==> src/rtl/bcd_digit_to_bin_if.sv <==
// Digit-entry bus between a keypad/digit source and the BCD-to-binary decoder.
// The master drives digits and the abort; the slave returns the committed value,
// the commit/reject pulses and progress status.
interface bcd_digit_to_bin_if #(
  parameter int WIDTH = 6
);
  logic             clear;
  logic             digit_valid;
  logic [3:0]       digit;
  logic [WIDTH-1:0] value;
  logic             value_valid;
  logic             err;
  logic             busy;
  logic [2:0]       digit_cnt;

  modport master (
    output clear, digit_valid, digit,
    input  value, value_valid, err, busy, digit_cnt
  );

  modport slave (
    input  clear, digit_valid, digit,
    output value, value_valid, err, busy, digit_cnt
  );
endinterface

==> src/rtl/bcd_digit_to_bin.sv <==
// Decimal-digit entry decoder: accumulates BCD digits (most significant first)
// into a binary value. A full entry commits on its last digit; a partial entry
// commits after TIMEOUT idle cycles. Oversized values and non-BCD digits are
// rejected with a one-cycle err pulse; the last good value is held.
module bcd_digit_to_bin #(
  parameter int NDIG    = 2,
  parameter int WIDTH   = 6,
  parameter int MAXVAL  = 63,
  parameter int TIMEOUT = 1000
) (
  input  logic                 clk,
  input  logic                 rst_n,
  bcd_digit_to_bin_if.slave    bus
);

  // Accumulator holds up to NDIG decimal digits; the extended width keeps
  // acc*10+digit exact before the range check.
  localparam int ACC_W = 4 * NDIG;
  localparam int EXT_W = ACC_W + 4;
  localparam int TMR_W = $clog2(TIMEOUT);

  typedef enum logic {
    S_IDLE    = 1'b0,
    S_COLLECT = 1'b1
  } state_t;

  state_t           state_q;
  logic [ACC_W-1:0] acc_q;
  logic [2:0]       cnt_q;
  logic [TMR_W-1:0] tmr_q;
  logic [WIDTH-1:0] value_q;
  logic             vv_q;
  logic             err_q;

  logic             digit_ok;
  logic             last_digit;
  logic             tmr_done;
  logic             commit_c;
  logic             cand_ok;
  logic [2:0]       cnt_inc;
  logic [EXT_W-1:0] acc_next_ext;
  logic [EXT_W-1:0] cand_c;

  // Commit decision and candidate value; clear suppresses any commit.
  always_comb begin
    digit_ok     = (bus.digit <= 4'd9);
    acc_next_ext = EXT_W'(acc_q) * EXT_W'(10) + EXT_W'(bus.digit);
    cnt_inc      = cnt_q + 3'd1;
    last_digit   = (cnt_inc == 3'(NDIG));
    tmr_done     = (tmr_q == TMR_W'(TIMEOUT - 1));
    commit_c     = 1'b0;
    cand_c       = EXT_W'(acc_q);
    if (!bus.clear) begin
      if (bus.digit_valid && digit_ok) begin
        if (state_q == S_IDLE) begin
          // Single-digit entries complete on their first digit.
          if (NDIG == 1) begin
            commit_c = 1'b1;
            cand_c   = EXT_W'(bus.digit);
          end
        end else if (last_digit) begin
          commit_c = 1'b1;
          cand_c   = acc_next_ext;
        end
      end else if (!bus.digit_valid && (state_q == S_COLLECT) && tmr_done) begin
        // Timeout: commit the partial entry as it stands.
        commit_c = 1'b1;
      end
    end
    cand_ok = (32'(cand_c) <= 32'(MAXVAL));
  end

  // Entry FSM with registered value, pulses and progress state.
  always_ff @(posedge clk or negedge rst_n) begin
    if (!rst_n) begin
      state_q <= S_IDLE;
      acc_q   <= '0;
      cnt_q   <= '0;
      tmr_q   <= '0;
      value_q <= '0;
      vv_q    <= 1'b0;
      err_q   <= 1'b0;
    end else begin
      vv_q  <= 1'b0;
      err_q <= 1'b0;
      if (commit_c) begin
        if (cand_ok) begin
          value_q <= WIDTH'(cand_c);
          vv_q    <= 1'b1;
        end else begin
          err_q <= 1'b1;
        end
        acc_q   <= '0;
        cnt_q   <= '0;
        tmr_q   <= '0;
        state_q <= S_IDLE;
      end else if (bus.clear) begin
        // Abort: drop the entry silently, keep the last committed value.
        acc_q   <= '0;
        cnt_q   <= '0;
        tmr_q   <= '0;
        state_q <= S_IDLE;
      end else begin
        case (state_q)
          S_IDLE: begin
            if (bus.digit_valid) begin
              if (digit_ok) begin
                acc_q   <= ACC_W'(bus.digit);
                cnt_q   <= 3'd1;
                tmr_q   <= '0;
                state_q <= S_COLLECT;
              end else begin
                err_q <= 1'b1;
              end
            end
          end
          S_COLLECT: begin
            if (bus.digit_valid) begin
              if (digit_ok) begin
                acc_q <= acc_next_ext[ACC_W-1:0];
                cnt_q <= cnt_inc;
                tmr_q <= '0;
              end else begin
                // Bad digit discards the whole partial entry.
                err_q   <= 1'b1;
                acc_q   <= '0;
                cnt_q   <= '0;
                tmr_q   <= '0;
                state_q <= S_IDLE;
              end
            end else begin
              tmr_q <= tmr_q + TMR_W'(1);
            end
          end
          default: state_q <= S_IDLE;
        endcase
      end
    end
  end

  assign bus.value       = value_q;
  assign bus.value_valid = vv_q;
  assign bus.err         = err_q;
  assign bus.busy        = (state_q == S_COLLECT);
  assign bus.digit_cnt   = cnt_q;

endmodule

==> src/flat_wrapper.sv <==
// flat-port wrapper written by rule: the top's interface ports become plain ports
module bcd_digit_to_bin_flat 
#(
  parameter int NDIG    = 2,
  parameter int WIDTH   = 6,
  parameter int MAXVAL  = 63,
  parameter int TIMEOUT = 1000
)
  (clk, rst_n, bus_clear, bus_digit_valid, bus_digit, bus_value, bus_value_valid, bus_err, bus_busy, bus_digit_cnt);
  bcd_digit_to_bin_if #(.WIDTH(WIDTH)) bus_i ();
  input  logic clk;
  input  logic rst_n;
  input wire logic [$bits(bus_i.clear)-1:0] bus_clear;
  input wire logic [$bits(bus_i.digit_valid)-1:0] bus_digit_valid;
  input wire logic [$bits(bus_i.digit)-1:0] bus_digit;
  output wire logic [$bits(bus_i.value)-1:0] bus_value;
  output wire logic [$bits(bus_i.value_valid)-1:0] bus_value_valid;
  output wire logic [$bits(bus_i.err)-1:0] bus_err;
  output wire logic [$bits(bus_i.busy)-1:0] bus_busy;
  output wire logic [$bits(bus_i.digit_cnt)-1:0] bus_digit_cnt;
  assign bus_i.clear = bus_clear;
  assign bus_i.digit_valid = bus_digit_valid;
  assign bus_i.digit = bus_digit;
  assign bus_value = bus_i.value;
  assign bus_value_valid = bus_i.value_valid;
  assign bus_err = bus_i.err;
  assign bus_busy = bus_i.busy;
  assign bus_digit_cnt = bus_i.digit_cnt;
  bcd_digit_to_bin #(.NDIG(NDIG), .WIDTH(WIDTH), .MAXVAL(MAXVAL), .TIMEOUT(TIMEOUT)) u_core (.clk(clk), .rst_n(rst_n), .bus(bus_i));
endmodule
==> config.mk <==
export PLATFORM = sky130hd
export DESIGN_NAME = bcd_digit_to_bin_flat
export DESIGN_NICKNAME = d
export VERILOG_FILES = /design/src/rtl/bcd_digit_to_bin_if.sv /design/src/rtl/bcd_digit_to_bin.sv /design/src/flat_wrapper.sv
export SDC_FILE = /design/constraint.sdc
export NUM_CORES = 1
export LEC_CHECK = 0
export BUFFER_PORTS_ARGS = -buffer_cell sky130_fd_sc_hd__buf_2
export CAP_MARGIN = 10
export CORE_ASPECT_RATIO = 1.25
export CORE_MARGIN = 1
export CORE_UTILIZATION = 63
export DETAILED_ROUTE_END_ITERATION = 12
export PLACE_DENSITY_LB_ADDON = 0.08
export SETUP_SLACK_MARGIN = 0.05
export SLEW_MARGIN = 20
export SYNTH_ARGS = -nofsm -noshare
export SYNTH_HDL_FRONTEND = slang
export SYNTH_SLANG_ARGS = --single-unit
==> constraint.sdc <==
create_clock -name clk -period 7.5 [get_ports clk]
set_input_delay 0.75 -clock clk [delete_from_list [all_inputs] [get_ports clk]]
set_output_delay 0.75 -clock clk [all_outputs]
set_load 0.01 [all_outputs]
==> impl_results.md <==
- Outcome: completed
- Sequential share of the synthesized area: 37.2%
- Async set-reset flop share out of synthesis: 100%
- Worst hold path class: input port to asynchronous set/reset pin
- Slew headroom: 32.2%
- Largest net degree at the start of global routing: 31
- Iteration-0 DRC count of the detailed router: 40
- Number of setup buffers added after CTS: 0
- First-pass GRT wire length: 6.82 mm
- Syn. warnings: 0
- Top FF cell, synth: dfrtp_1
- Final #Nets: 247
- Placed Area: 2130 µm²
- Non-Filler Instances: 256
- Post-CTS Resized: 0
- Wirelength per Cell: 16.1 µm
- Maximum clock path buffer count: 2
- Drt drc: 0
- Least-Margin Pin Slew: 1010 ps
- Clock-pin slew on the worst setup and hold paths: 100 ps
- Share of layout cells above drive strength 1: 20.0%
- CTS Root Cell: clkbuf_4
- Most frequent cells in the layout: dfrtp_1, nor2_1, buf_2, ha_1, nand2_1
- Die Span X: 52.6 µm
- Total track usage: 27.9%
- Post-Syn Area: 2020 µm²
- Leak: 1.07 nW
- Worst-path maximum fanout: 7
- Clock skew: 7.24 ps
- Drt first pass iters: 4
- H-Tree Depth: 2
- EDFF count, synth: 0
- Max-Cap Viols: 0
- Critical path data required time: 7730 ps
- Synth Area in Simple Gates: 19.0%
- Hold WS: 435 ps
- Post-DRT Antenna Nets: 0
- Filler cells: 229
- Count of cell types in the netlist: 46
- Worst setup SP type: flip-flop
- N_diodes: 0
- Area growth, synth to finish: 10.8%
- Setup CP Type: flip-flop to flip-flop
- Final GP Congestion: 0.821
- Row cnt: 22
- CTS tree: done
- Flops & latches, synth: 30
- Core area: 3000 µm²
- Post-synthesis adder-cell area fraction: 13.1%
- Area occupied by multi-input gates: 1210 µm²
- Layout Utilization: 74.6%
- XOR/XNOR Fraction of Synth Area: 6.94%
- Sinks on Clock Net: 30
- Max-slew violations: 0
- Clock Latency Late Sink: 340 ps
- RSZ-0062 raised after global routing: false
- Avg Synthesized Cell Area: 10.1 µm²
- Most common cell after layout, fill and taps aside: dfrtp_1
- CTS buffer count: 5
- Crit share post-route: 44.5%
- Final setup TNS: 0 ps
- Total power divided by cell area: 187 nW/µm²
- Tmin final: 3340 ps
- Detailed-route wire length: 4.12 mm
- Critical Path AT: 3570 ps
- Compound-cell area share of the yosys netlist: 12.5%
- Port buffer count: 19
- Setup-failing EPs final: 0
- Post-layout instance area: 2240 µm²
- Worst reg-to-reg setup slack: 4160 ps
- Ports: 20
- Sequential cell area: 751 µm²
- Post-Syn Nets: 227
- DIE AREA: 3440 µm²
- CTS Hold Buffers Added: 0
- Number of global-route vias before repair: 1,521
- Via count: 1,542
- Placed cells: 248
- VDD IR max: 185 µV
- Synth Instances: 199
- Post-synthesis mux area share: 8.31%
- Setup ws final: 4160 ps
- Final Hold Viols: 0
- Dpl hpwl: 3.11 mm
- Starting Density: 67.3%
- Vias/cell: 6.02
- Total Power: 0.418 mW
- GRT overflow: 0
- Initial antenna violation count: 0
- Setup crit end kind: flip-flop
- Fmax: 299 MHz
- Die Y: 65.3 µm
- Post-Place Worst Slack: 4150 ps
- Main combinational cell family by area after synthesis: simple AND/OR/NAND/NOR gates
flip-flops by register name (all words and copies together) (netlist names):
name                    count
u_core.acc_q                8
u_core.bus.busy             1
u_core.bus.digit_cnt        3
u_core.bus.err              1
u_core.bus.value            6
u_core.bus.value_valid      1
u_core.tmr_q               10
final timing paths:
check / end / depth (start not counted) / start
min in group clk: u_core.bus.value[0] / 1 / u_core.bus.value[0]
max in group asynchronous: u_core.bus.value[5] / 1 / rst_n
hold reg to reg: u_core.bus.value[0] / 1 / u_core.bus.value[0]
setup reg to reg: u_core.bus.value[2] / 11 / u_core.acc_q[1]
hold / removal: u_core.tmr_q[0] / 1 / rst_n
setup / recovery: u_core.bus.value[2] / 11 / u_core.acc_q[1]
critical path, cell delays in order (launching register included):
cell,delay (ps)
dfrtp_1,450
ha_1,320
ha_1,210
inv_1,70
fa_1,430
nand2b_1,200
nor3_1,150
mux2i_1,90
o2bb2a_1,310
o31ai_2,230
and2b_1,430
mux2_4,350
area by class of cell:
cell class / instances / area share [%]
tap: 36 / 2.01
timing repair buffer: 19 / 4.25
sequential: 30 / 33.6
inverter: 7 / 1.17
multi-input combinational: 156 / 54.0
clock buffer: 6 / 2.29
clock inverter: 2 / 2.68
metal layers:
layer | GRT usage [%] | wire (µm)
met5 | 0 | 0
met4 | 14.5 | 85
met3 | 6.02 | 95
met2 | 47.5 | 2190
met1 | 31.9 | 1750
synthesized netlist by cell type, types with 2 or more instances:
cell      count  area share [%]
a21o_1        2            0.74
dfrtp_1      30              37
mux2_2        6             3.3
and3_1        2            0.62
o31ai_1       3             1.1
a21oi_1       5             1.2
ha_1         18              11
fa_1          2             2.0
nor2b_1       5             1.5
inv_1         7             1.3
nor2_1       23             4.3
buf_2         2            0.50
clkbuf_1      3            0.56
nand3_1       4            0.99
o22ai_1       2            0.62
xor2_1       10             4.3
nand2_1      14             2.6
nor3_1        3            0.74
nor3b_1       3             1.1
a22o_1        3             1.3
a22oi_1       2            0.74
xnor2_1       6             2.6
nand2b_1      5             1.5
o21ai_0       6             1.5
nand4_1       3            0.93
mux2_4        6             4.5
a31oi_1       4             1.2
or3_1         2            0.62
logic make-up (layout without fill, tap and decap cells):
family	count (synthesis)	after routing
xor+xnor	16	16
buf+inv	13	34
flops	30	30
fa+ha+maj	20	20
compound gates	35	35
simple gates	72	72
mux	13	13
power breakdown:
| part | total [mW] | leakage, nW | internal (mW) | switching, mW |
|---|---|---|---|---|
| combinational | 0.0683 | 0.601 | 0.0290 | 0.0393 |
| clock | 0.174 | 0.0585 | 0.113 | 0.0613 |
| sequential | 0.176 | 0.412 | 0.168 | 0.00801 |
Note: power is estimated with default switching activity, not from simulation.
